File: src/rtl/prim_ram_1p_parity_adapter.sv
// Valid/ready front end for a single-port SRAM.
// - Writes: appends even parity per data byte and builds a bit-level write mask.
// - Reads: checks parity one cycle after the RAM request and queues {err, data}
//   in a 2-entry response FIFO; requests are gated by a credit rule, so
//   response backpressure never loses data.
// Optional feature: define PRIM_RAM_1P_PARITY_ADAPTER_ERR_CNT_EN to get a
// saturating 16-bit parity error counter on err_cnt_o (tied to 0 otherwise).
module prim_ram_1p_parity_adapter #(
  parameter int DataWidth = 32,
  parameter int Depth     = 128,
  localparam int Aw       = $clog2(Depth),
  localparam int NumBytes = DataWidth / 8,
  localparam int MemWidth = DataWidth + NumBytes
) (
  input  logic                 clk_i,
  input  logic                 rst_i,
  // request channel
  input  logic                 req_valid_i,
  output logic                 req_ready_o,
  input  logic                 req_write_i,
  input  logic [Aw-1:0]        req_addr_i,
  input  logic [DataWidth-1:0] req_wdata_i,
  input  logic [NumBytes-1:0]  req_be_i,
  // response channel
  output logic                 rsp_valid_o,
  input  logic                 rsp_ready_i,
  output logic [DataWidth-1:0] rsp_rdata_o,
  output logic                 rsp_err_o,
  // RAM side
  output logic                 mem_req_o,
  output logic                 mem_write_o,
  output logic [Aw-1:0]        mem_addr_o,
  output logic [MemWidth-1:0]  mem_wdata_o,
  output logic [MemWidth-1:0]  mem_wmask_o,
  input  logic [MemWidth-1:0]  mem_rdata_i,
  // status
  output logic [15:0]          err_cnt_o
);

  // One FIFO entry: parity verdict plus the raw data bits.
  typedef struct packed {
    logic                 err;
    logic [DataWidth-1:0] data;
  } rsp_t;

  // Even parity of every data byte, one bit per byte.
  function automatic logic [NumBytes-1:0] byte_parity(input logic [DataWidth-1:0] d);
    logic [NumBytes-1:0] p;
    p = '0;
    for (int i = 0; i < NumBytes; i++) begin
      p[i] = ^d[8*i +: 8];
    end
    return p;
  endfunction

  logic       pending_q;
  logic [1:0] fifo_cnt_q;
  logic       wr_ptr_q;
  logic       rd_ptr_q;
  rsp_t       fifo_q [2];
  rsp_t       head;
  rsp_t       push_entry;
  logic       push;
  logic       pop;
  logic [2:0] occupancy;

  // ---------------------------------------------------------------------------
  // Credit rule: FIFO entries plus the read in flight, minus the entry leaving
  // this cycle, must stay below two. The rsp_ready_i -> req_ready_o path is
  // what lets a read be accepted every cycle while responses are consumed.
  // ---------------------------------------------------------------------------
  assign rsp_valid_o = (fifo_cnt_q != 2'd0);
  assign pop         = rsp_valid_o & rsp_ready_i;
  assign occupancy   = {1'b0, fifo_cnt_q} + {2'b00, pending_q} - {2'b00, pop};
  assign req_ready_o = (occupancy < 3'd2);

  // ---------------------------------------------------------------------------
  // RAM request: pass-through of the accepted request with parity appended.
  // ---------------------------------------------------------------------------
  assign mem_req_o   = req_valid_i & req_ready_o;
  assign mem_write_o = req_write_i;
  assign mem_addr_o  = req_addr_i;
  assign mem_wdata_o = {byte_parity(req_wdata_i), req_wdata_i};

  // Expand byte enables into a bit mask covering data bytes and their parity bits.
  always_comb begin
    // NOTE: a default before the loop keeps every bit assigned on every pass,
    // so no latch can be inferred.
    mem_wmask_o = '0;
    for (int i = 0; i < NumBytes; i++) begin
      mem_wmask_o[8*i +: 8]      = {8{req_be_i[i]}};
      mem_wmask_o[DataWidth + i] = req_be_i[i];
    end
  end

  // ---------------------------------------------------------------------------
  // Read return path: RAM data is valid the cycle after the read handshake.
  // ---------------------------------------------------------------------------
  assign push            = pending_q;
  assign push_entry.data = mem_rdata_i[DataWidth-1:0];
  assign push_entry.err  = |(mem_rdata_i[MemWidth-1:DataWidth] ^ byte_parity(mem_rdata_i[DataWidth-1:0]));

  // Track the single read whose RAM data arrives next cycle.
  always_ff @(posedge clk_i) begin
    // NOTE: non-blocking assignment for all clocked state, so every flop
    // samples the pre-edge values regardless of block ordering.
    if (rst_i) begin
      pending_q <= 1'b0;
    end else begin
      pending_q <= mem_req_o & ~req_write_i;
    end
  end

  // FIFO occupancy and pointers; reset flushes any queued responses.
  always_ff @(posedge clk_i) begin
    if (rst_i) begin
      fifo_cnt_q <= 2'd0;
      wr_ptr_q   <= 1'b0;
      rd_ptr_q   <= 1'b0;
    end else begin
      if (push) begin
        wr_ptr_q <= ~wr_ptr_q;
      end
      if (pop) begin
        rd_ptr_q <= ~rd_ptr_q;
      end
      unique case ({push, pop})
        2'b10:   fifo_cnt_q <= fifo_cnt_q + 2'd1;
        2'b01:   fifo_cnt_q <= fifo_cnt_q - 2'd1;
        default: fifo_cnt_q <= fifo_cnt_q;
      endcase
    end
  end

  // FIFO storage: written on push only.
  always_ff @(posedge clk_i) begin
    // NOTE: the entry storage is deliberately not reset; fifo_cnt_q decides
    // what is valid and the outputs below are masked while the FIFO is empty.
    if (push) begin
      fifo_q[wr_ptr_q] <= push_entry;
    end
  end

  // Head of FIFO drives the response; zero while empty so idle outputs are clean.
  assign head        = fifo_q[rd_ptr_q];
  assign rsp_rdata_o = rsp_valid_o ? head.data : '0;
  assign rsp_err_o   = rsp_valid_o & head.err;

  // The credit rule makes a push into a full FIFO unreachable.
  push_while_full_a: assert property (@(posedge clk_i) disable iff (rst_i)
    !(push && (fifo_cnt_q == 2'd2)));

  // ---------------------------------------------------------------------------
  // Parity error counter.
  // ---------------------------------------------------------------------------
`ifdef PRIM_RAM_1P_PARITY_ADAPTER_ERR_CNT_EN
  logic [15:0] err_cnt_q;

  // Count every erroneous entry entering the FIFO, saturating at all ones.
  always_ff @(posedge clk_i) begin
    if (rst_i) begin
      err_cnt_q <= 16'h0;
    end else if (push && push_entry.err && (err_cnt_q != 16'hFFFF)) begin
      err_cnt_q <= err_cnt_q + 16'd1;
    end
  end

  assign err_cnt_o = err_cnt_q;
`else
  assign err_cnt_o = 16'h0;
`endif

endmodule
File: config.mk
export PLATFORM = sky130hd
export DESIGN_NAME = prim_ram_1p_parity_adapter
export DESIGN_NICKNAME = d
export VERILOG_FILES = /design/src/rtl/prim_ram_1p_parity_adapter.sv
export SDC_FILE = /design/constraint.sdc
export NUM_CORES = 1
export LEC_CHECK = 0
export BUFFER_PORTS_ARGS = -buffer_cell sky130_fd_sc_hd__buf_2
export CORE_ASPECT_RATIO = 0.6
export CORE_MARGIN = 2
export CORE_UTILIZATION = 35
export DETAILED_ROUTE_END_ITERATION = 8
export MAX_ROUTING_LAYER = met4
export PLACE_DENSITY = 0.69
export SLEW_MARGIN = 20
export SYNTH_ARGS = -nofsm -noshare
export SYNTH_HDL_FRONTEND = slang
export SYNTH_SLANG_ARGS = --single-unit
File: constraint.sdc
create_clock -name clk_i -period 3.19 [get_ports clk_i]
set_clock_uncertainty 0.15 [all_clocks]
set_input_delay 0.1595 -clock clk_i [delete_from_list [all_inputs] [get_ports clk_i]]
set_output_delay 0.1595 -clock clk_i [all_outputs]
set_load 0.02 [all_outputs]
==> results of run 1 <==
## cell type report
| type | count | area, um2 | area share, % |
|---|---|---|---|
| clock inverters | 6 | 108 | 2.17 |
| clock buffers | 10 | 229 | 4.61 |
| multi-input cells | 162 | 1240 | 25.0 |
| well taps | 144 | 180 | 3.63 |
| flip-flops and latches | 72 | 2100 | 42.4 |
| repair buffers | 182 | 1090 | 22.0 |
| inverters | 3 | 11.3 | 0.227 |
## how the worst max path moves through the flow
stage                                          start                    to  slack [ps]  depth (start not counted)
final                     fifo_cnt_q[1]$_SDFFE_PP0P_  pending_q$_SDFF_PP0_         290                         10
after global placement    fifo_cnt_q[1]$_SDFFE_PP0P_             mem_req_o         890                          9
after detailed placement  fifo_cnt_q[1]$_SDFFE_PP0P_             mem_req_o         740                          9
after floorplan           fifo_cnt_q[1]$_SDFFE_PP0P_  pending_q$_SDFF_PP0_         640                          9
after global routing      fifo_cnt_q[1]$_SDFFE_PP0P_  pending_q$_SDFF_PP0_         100                         10
after CTS                 fifo_cnt_q[1]$_SDFFE_PP0P_  pending_q$_SDFF_PP0_         260                         10
## metrics by stage
stage | hold slack, ps | setup slack [ps] | total power [uW] | cell area [um2] | cells
finish | 148 | 293 | 3380 | 4970 | 579
global route | 169 | 102 | 3550 | 4970 | 579
CTS | 133 | 263 | 3430 | 4970 | 579
detailed placement | 169 | 739 | 2260 | 4280 | 528
global placement | 169 | 889 | 2240 | 4280 | 528
floorplan | 78.6 | 642 | 2030 | 4070 | 336
## layer usage
| layer | global-route usage, % | up-vias | part of all wire, % | wire length, um |
|---|---|---|---|---|
| met5 | - | - | 0 | 0 |
| met4 | 3.27 | 0 | 0.52 | 43 |
| met3 | 4.67 | 5 | 7.8 | 647 |
| met2 | 22.4 | 107 | 49 | 4070 |
| met1 | 15.7 | 1173 | 43 | 3540 |
| li1 | - | 1186 | - | - |
## cell usage in the layout (no fill, tap or decap), types with 2 or more instances in the layout
| cell | instances |
|---|---|
| sky130_fd_sc_hd__clkinv_2 | 2 |
| sky130_fd_sc_hd__mux2i_1 | 33 |
| sky130_fd_sc_hd__conb_1 | 16 |
| sky130_fd_sc_hd__xnor3_1 | 4 |
| sky130_fd_sc_hd__buf_4 | 2 |
| sky130_fd_sc_hd__dlygate4sd3_1 | 35 |
| sky130_fd_sc_hd__bufinv_16 | 3 |
| sky130_fd_sc_hd__nor2_1 | 37 |
| sky130_fd_sc_hd__dfxtp_1 | 5 |
| sky130_fd_sc_hd__ha_1 | 2 |
| sky130_fd_sc_hd__and2_1 | 2 |
| sky130_fd_sc_hd__buf_2 | 145 |
| sky130_fd_sc_hd__edfxtp_1 | 66 |
| sky130_fd_sc_hd__xor2_1 | 13 |
| sky130_fd_sc_hd__clkbuf_16 | 9 |
| sky130_fd_sc_hd__xnor2_1 | 44 |
| sky130_fd_sc_hd__inv_1 | 3 |
## sequential cells by signal, summed over array words and instances, names as in the netlist, named ones only
signal	flops
rd_ptr_q	1
fifo_q	66
pending_q	1
wr_ptr_q	1
fifo_cnt_q	2
## kinds of logic after synthesis
family,after synthesis,synth area share (%)
XOR/XNOR,61,14.7
buffers and inverters,102,18.3
AND/OR/NAND/NOR,47,4.99
AO/OA/AOI/OAI,2,0.249
multiplexers,33,8.23
adder cells (fa/ha/maj),3,1.12
other,1,0.0934
flip-flops,72,52.4
## worst max-delay path, delay by kind of cell, from the launching register on
kind | cells | cell delay [ps]
xor+xnor | 1 | 170
buf+inv | 2 | 610
simple gates | 5 | 870
flops | 1 | 370
fa+ha+maj | 2 | 670
## where the power goes
part	switching, uW	internal [uW]	leakage (uW)	total [uW]
sequential	76.0	1130	0.000646	1200
combinational	615	440	0.00122	1060
clock	360	760	0.000162	1120
total	1050	2330	0.00203	3380
## timing repair
item,4_1_cts,5_1_grt
resized for setup,0,0
hold endpoints to repair,70,0
hold buffers,35,0
==> flow_summary.json, run 1 <==
{
  "run_status": "completed",
  "synthDistinctLibCells": 23,
  "critical_path.max_stage_delay_ps": 550,
  "setup_viol_count_final": 0,
  "place.port_buffers": 145,
  "synth.cells.most_frequent": "sky130_fd_sc_hd__buf_4 (92), sky130_fd_sc_hd__edfxtp_1 (66), sky130_fd_sc_hd__xnor2_1 (44), sky130_fd_sc_hd__nor2_1 (38), sky130_fd_sc_hd__mux2i_1 (33)",
  "post_synth_instance_area_um2": 4010,
  "grt-ovfl-total": 0,
  "gp_congestion": 0.744,
  "timing.hold.worst_path_depth": 4,
  "worst-endpoint-arrival_ps": 3020,
  "cts_root_buf": "sky130_fd_sc_hd__clkbuf_16",
  "hold_end": "rd_ptr_q$_SDFFE_PP0P_",
  "fin_nets": 517,
  "cts.clk_slew.worst_paths_ps": 60,
  "synth.yosys.seq_area_share_pct": 52.4,
  "initial_core_util_pct": 35.8,
  "grt_usage_pct": 13.4,
  "routedWlPerCell_um": 14.3,
  "worst_hold_startpoint": "rsp_ready_i",
  "dp.final_hpwl_um": 6020,
  "power.ir.vdd_worst_v": 0.000455,
  "h-tree-depth": 3,
  "rr_endpoint": "pending_q$_SDFF_PP0_",
  "postSynthAreaPerCell_um2": 12.5,
  "post-cts-setup-buffer-count": 0,
  "dieHeight_um": 87.0,
  "post_route_cells_drive_above_1_share_pct": 38.2,
  "slew_violations": 0,
  "first_global_vias": 2434,
  "netlist_top_cells_area": "sky130_fd_sc_hd__edfxtp_1 (49%), sky130_fd_sc_hd__buf_4 (17%), sky130_fd_sc_hd__xnor2_1 (9.6%), sky130_fd_sc_hd__mux2i_1 (8.2%), sky130_fd_sc_hd__nor2_1 (3.6%)",
  "asyncSetResetFlopFracSynth_pct": 0,
  "diodes": 0,
  "grt_first_pass_wirelength_um": 12200,
  "fp.coreArea_um2": 11200,
  "synth_largest_area_cell": "sky130_fd_sc_hd__edfxtp_1",
  "worst-path-max-fanout": 5,
  "grt_max_degree": 34,
  "syn_inst": 321,
  "num_io_pins": 216,
  "numClockSinks": 72,
  "clock_tree.buffer_depth": 2,
  "hold_viol": 0,
  "chipWidth_um": 142,
  "cts_inserted_buffers": 9,
  "timing.final.crit_period_ps": 2900,
  "clk_latency_ps": 320,
  "final_antenna_net_count": 0,
  "maximum_capacitance_violations": 0,
  "finalCoreUtilization_pct": 44.2,
  "r2r_cells": 10,
  "detailedRoute.firstIterationViolations": 82,
  "grt_setup_unrepaired": "no",
  "die-area_um2": 12400,
  "rows": 30,
  "worst_r2r_startpoint": "fifo_cnt_q[1]$_SDFFE_PP0P_",
  "synth_warnings": 0,
  "timing.critical_path.cells": "nor2_2, inv_1, and2_1, ha_1, nand2b_1, fa_1, xnor2_1, and3_1, nor3b_1, dlygate4sd3_1",
  "clock.fmax_ghz": 0.345,
  "maxSlewHeadroom_pct": 30.3,
  "cts_tree": "built",
  "synthMostInstantiatedCell": "sky130_fd_sc_hd__buf_4",
  "vias_after_detailed_routing": 2471,
  "drt_first_pass_iters": 4,
  "drt-total-wl_um": 8300,
  "fillers": 1055,
  "final_setup_tns_ps": 0,
  "timing.critical_path.to_type": "register",
  "hp-class": "input pin to register",
  "layout_overhead_on_the_synthesized_area_pct": 23.7,
  "critical_path_class": "register to register",
  "drc": 0,
  "synth.ff_latch_count": 72,
  "critPathRequiredTime_ps": 3310,
  "critPathLaunchType": "register",
  "number_of_antenna_violations_at_the_first_check_in_global_routing": 0,
  "cellLeakagePower_uw": 0.00203,
  "min_period_over_period_pct": 90.8,
  "power-per-cell-area_nw_per_um2": 680,
  "synth_edf_count": 66,
  "viasPerCell": 4.27,
  "synth_largest_type_area_fraction_pct": 49.4,
  "crit_slowest_cell": "sky130_fd_sc_hd__dlygate4sd3_1",
  "worst-r2r-setup-slack_ps": 290,
  "worst_slew_pin_slew_ps": 1040,
  "synth_flop_cell": "sky130_fd_sc_hd__edfxtp_1"
}
Note: power is estimated with default switching activity, not from simulation.
==> run 2, diff against run 1 <==
--- a/config.mk
+++ b/config.mk
@@ -5,13 +5,14 @@
 export SDC_FILE = /design/constraint.sdc
 export NUM_CORES = 1
 export LEC_CHECK = 0
+export ABC_CLOCK_PERIOD_IN_PS = 3190
 export BUFFER_PORTS_ARGS = -buffer_cell sky130_fd_sc_hd__buf_2
 export CORE_ASPECT_RATIO = 0.6
 export CORE_MARGIN = 2
-export CORE_UTILIZATION = 35
+export CORE_UTILIZATION = 45
 export DETAILED_ROUTE_END_ITERATION = 8
 export MAX_ROUTING_LAYER = met4
-export PLACE_DENSITY = 0.69
+export PLACE_DENSITY = 0.84
 export SLEW_MARGIN = 20
 export SYNTH_ARGS = -nofsm -noshare
 export SYNTH_HDL_FRONTEND = slang
==> run 2 against run 1 <==
Net effect: clock-buffer cell count increased by 3; highest routed layer unchanged; flip-flop and latch count unchanged; register-to-register slack got worse by 40 ps; wire length decreased by 3.9%; global-route usage increased by 3.6 points; combinational power decreased by 4%.
==> flow_summary.json, run 2 (synthesis gave the netlist of run 1 again) <==
{
  "run_status": "completed",
  "die-area_um2": 9720,
  "final-seq-area_um2": 2100,
  "cellLeakagePower_uw": 0.00200,
  "gp_congestion": 0.836,
  "cellInternalPower_uw": 2130,
  "h-tree-depth": 3,
  "worst_r2r_startpoint": "fifo_cnt_q[1]$_SDFFE_PP0P_",
  "grt_first_pass_wirelength_um": 12500,
  "place.port_buffers": 145,
  "fraction_of_power_spent_switching_nets_pct": 32.7,
  "resized_after_cts": 0,
  "viasPerCell": 4.50,
  "multiInputGateArea_um2": 1240,
  "power-per-cell-area_nw_per_um2": 652,
  "detailedRoute.firstIterationViolations": 61,
  "critPathLaunchType": "register",
  "layout.cell_area.non_filler_um2": 4860,
  "routedWlPerCell_um": 14.6,
  "maximum_capacitance_violations": 0,
  "min_period_over_period_pct": 92.1,
  "worst_slew_pin_slew_ps": 1070,
  "critPathRequiredTime_ps": 3310,
  "rr_endpoint": "pending_q$_SDFF_PP0_",
  "timing.critical_path.cells": "nor2_2, inv_1, and2_1, ha_1, nand2b_1, fa_1, xnor2_1, and3_1, nor3b_1, dlygate4sd3_1",
  "largestRegisters": "fifo_q (66), fifo_cnt_q (2)",
  "first_global_vias": 2576,
  "crit_slowest_cell": "sky130_fd_sc_hd__dlygate4sd3_1",
  "clock_tree.buffer_depth": 2,
  "drt_first_pass_iters": 4,
  "slew_violations": 0,
  "grt_max_degree": 34,
  "critical_path_class": "register to register",
  "diodes": 0,
  "part_of_the_total_power_dissipated_in_sequential_elements_pct": 38.8,
  "vias_after_detailed_routing": 2457,
  "rows": 26,
  "post-cts-setup-buffer-count": 0,
  "largest_register_ffs": 66,
  "power.combinational.fraction_pct": 32.3,
  "final_setup_tns_ps": 0,
  "dpl_cell_area_um2": 4230,
  "clock.fmax_ghz": 0.340,
  "placedCellCount": 495,
  "grt_setup_unrepaired": "no",
  "worst-endpoint-arrival_ps": 3060,
  "worst-r2r-setup-slack_ps": 250,
  "grt_usage_pct": 17.0,
  "power.ir.vdd_worst_v": 0.000655,
  "grt-ovfl-total": 0,
  "drt-total-wl_um": 7980,
  "timing.final.crit_period_ps": 2940,
  "num_io_pins": 216,
  "power.switching_uw": 1040,
  "timing.critical_path.to_type": "register",
  "hold_buffers": 35,
  "final_antenna_net_count": 0,
  "numClockSinks": 72,
  "layout_overhead_on_the_synthesized_area_pct": 21.1,
  "cts_inserted_buffers": 9,
  "worst-path-max-fanout": 5,
  "initial_core_util_pct": 46.7,
  "timing.hold.worst_path_depth": 4,
  "dp.final_hpwl_um": 5590,
  "number_of_antenna_violations_at_the_first_check_in_global_routing": 0,
  "max_flop_register": "fifo_q",
  "chipWidth_um": 126,
  "hold_end": "rd_ptr_q$_SDFFE_PP0P_",
  "drc": 0,
  "cts_tree": "built",
  "cts.clk_slew.worst_paths_ps": 50,
  "finalCoreUtilization_pct": 56.6,
  "post_route_cells_drive_above_1_share_pct": 37.8,
  "critical_path.max_stage_delay_ps": 560,
  "power.clock.fraction_pct": 28.9,
  "layout_common_cells": "sky130_fd_sc_hd__buf_2 (145), sky130_fd_sc_hd__edfxtp_1 (66), sky130_fd_sc_hd__xnor2_1 (44)",
  "worst_hold_startpoint": "rsp_ready_i",
  "hp-class": "input pin to register",
  "fin_nets": 516,
  "finalNonFillerCells": 546,
  "r2r_cells": 10,
  "dieHeight_um": 77.2,
  "hold_viol": 0,
  "maxSlewHeadroom_pct": 28.9,
  "total_design_power_uw": 3170,
  "setup_viol_count_final": 0,
  "cts_root_buf": "sky130_fd_sc_hd__clkbuf_16",
  "fp.coreArea_um2": 8590,
  "fillers": 740,
  "clk_latency_ps": 320,
  "layout_commonest_cell": "sky130_fd_sc_hd__buf_2"
}
run 2: worst max-delay path by stage:
stage / start / endpoint / slack, ps / depth (start not counted)
global placement: fifo_cnt_q[1]$_SDFFE_PP0P_ / mem_req_o / 890 / 9
finish: fifo_cnt_q[1]$_SDFFE_PP0P_ / pending_q$_SDFF_PP0_ / 250 / 10
detailed placement: fifo_cnt_q[1]$_SDFFE_PP0P_ / mem_req_o / 730 / 9
CTS: fifo_cnt_q[1]$_SDFFE_PP0P_ / pending_q$_SDFF_PP0_ / 260 / 10
global route: fifo_cnt_q[1]$_SDFFE_PP0P_ / pending_q$_SDFF_PP0_ / 10 / 10
floorplan: fifo_cnt_q[1]$_SDFFE_PP0P_ / pending_q$_SDFF_PP0_ / 640 / 9
run 2: per-stage QoR:
step | setup WS (ps) | hold WS, ps
3_3_place_gp | 894 | 169
2_1_floorplan | 642 | 78.6
5_1_grt | 12.3 | 169
4_1_cts | 264 | 134
6_report | 251 | 161
3_5_place_dp | 727 | 169
run 2: cell type report:
cell class,instances,area share (%)
Tap cell,112,2.88
Sequential cell,72,43.3
Timing Repair Buffer,181,22.3
Multi-Input combinational cell,162,25.6
Inverter,3,0.232
Clock buffer,13,5.36
Clock inverter,3,0.360
run 2: critical path, delay by kind of cell, from the launching register on:
kind | cells | cell delay, ps
and+or+nand+nor | 5 | 900
adders and majority gates | 2 | 650
buffers and inverters | 2 | 640
DFF | 1 | 370
xor gates and xnor gates | 1 | 180
run 2: per-layer routing:
layer	GRT usage [%]	part of all wire, %	vias to the layer above	routed length, um
met5	-	0	-	0
met4	4.62	0.85	0	68
met3	6.14	6.3	6	505
met2	29.7	52	103	4190
met1	18.5	40	1164	3220
li1	-	-	1184	-
run 2: power by group through the flow:
stage          logic [uW]  registers [uW]  clock network [uW]
2_1_floorplan         864            1170                   0
3_3_place_gp          978            1240                   0
3_5_place_dp          994            1250                   0
4_1_cts              1030            1230                 940
5_1_grt              1110            1240                 983
6_report             1020            1230                 915
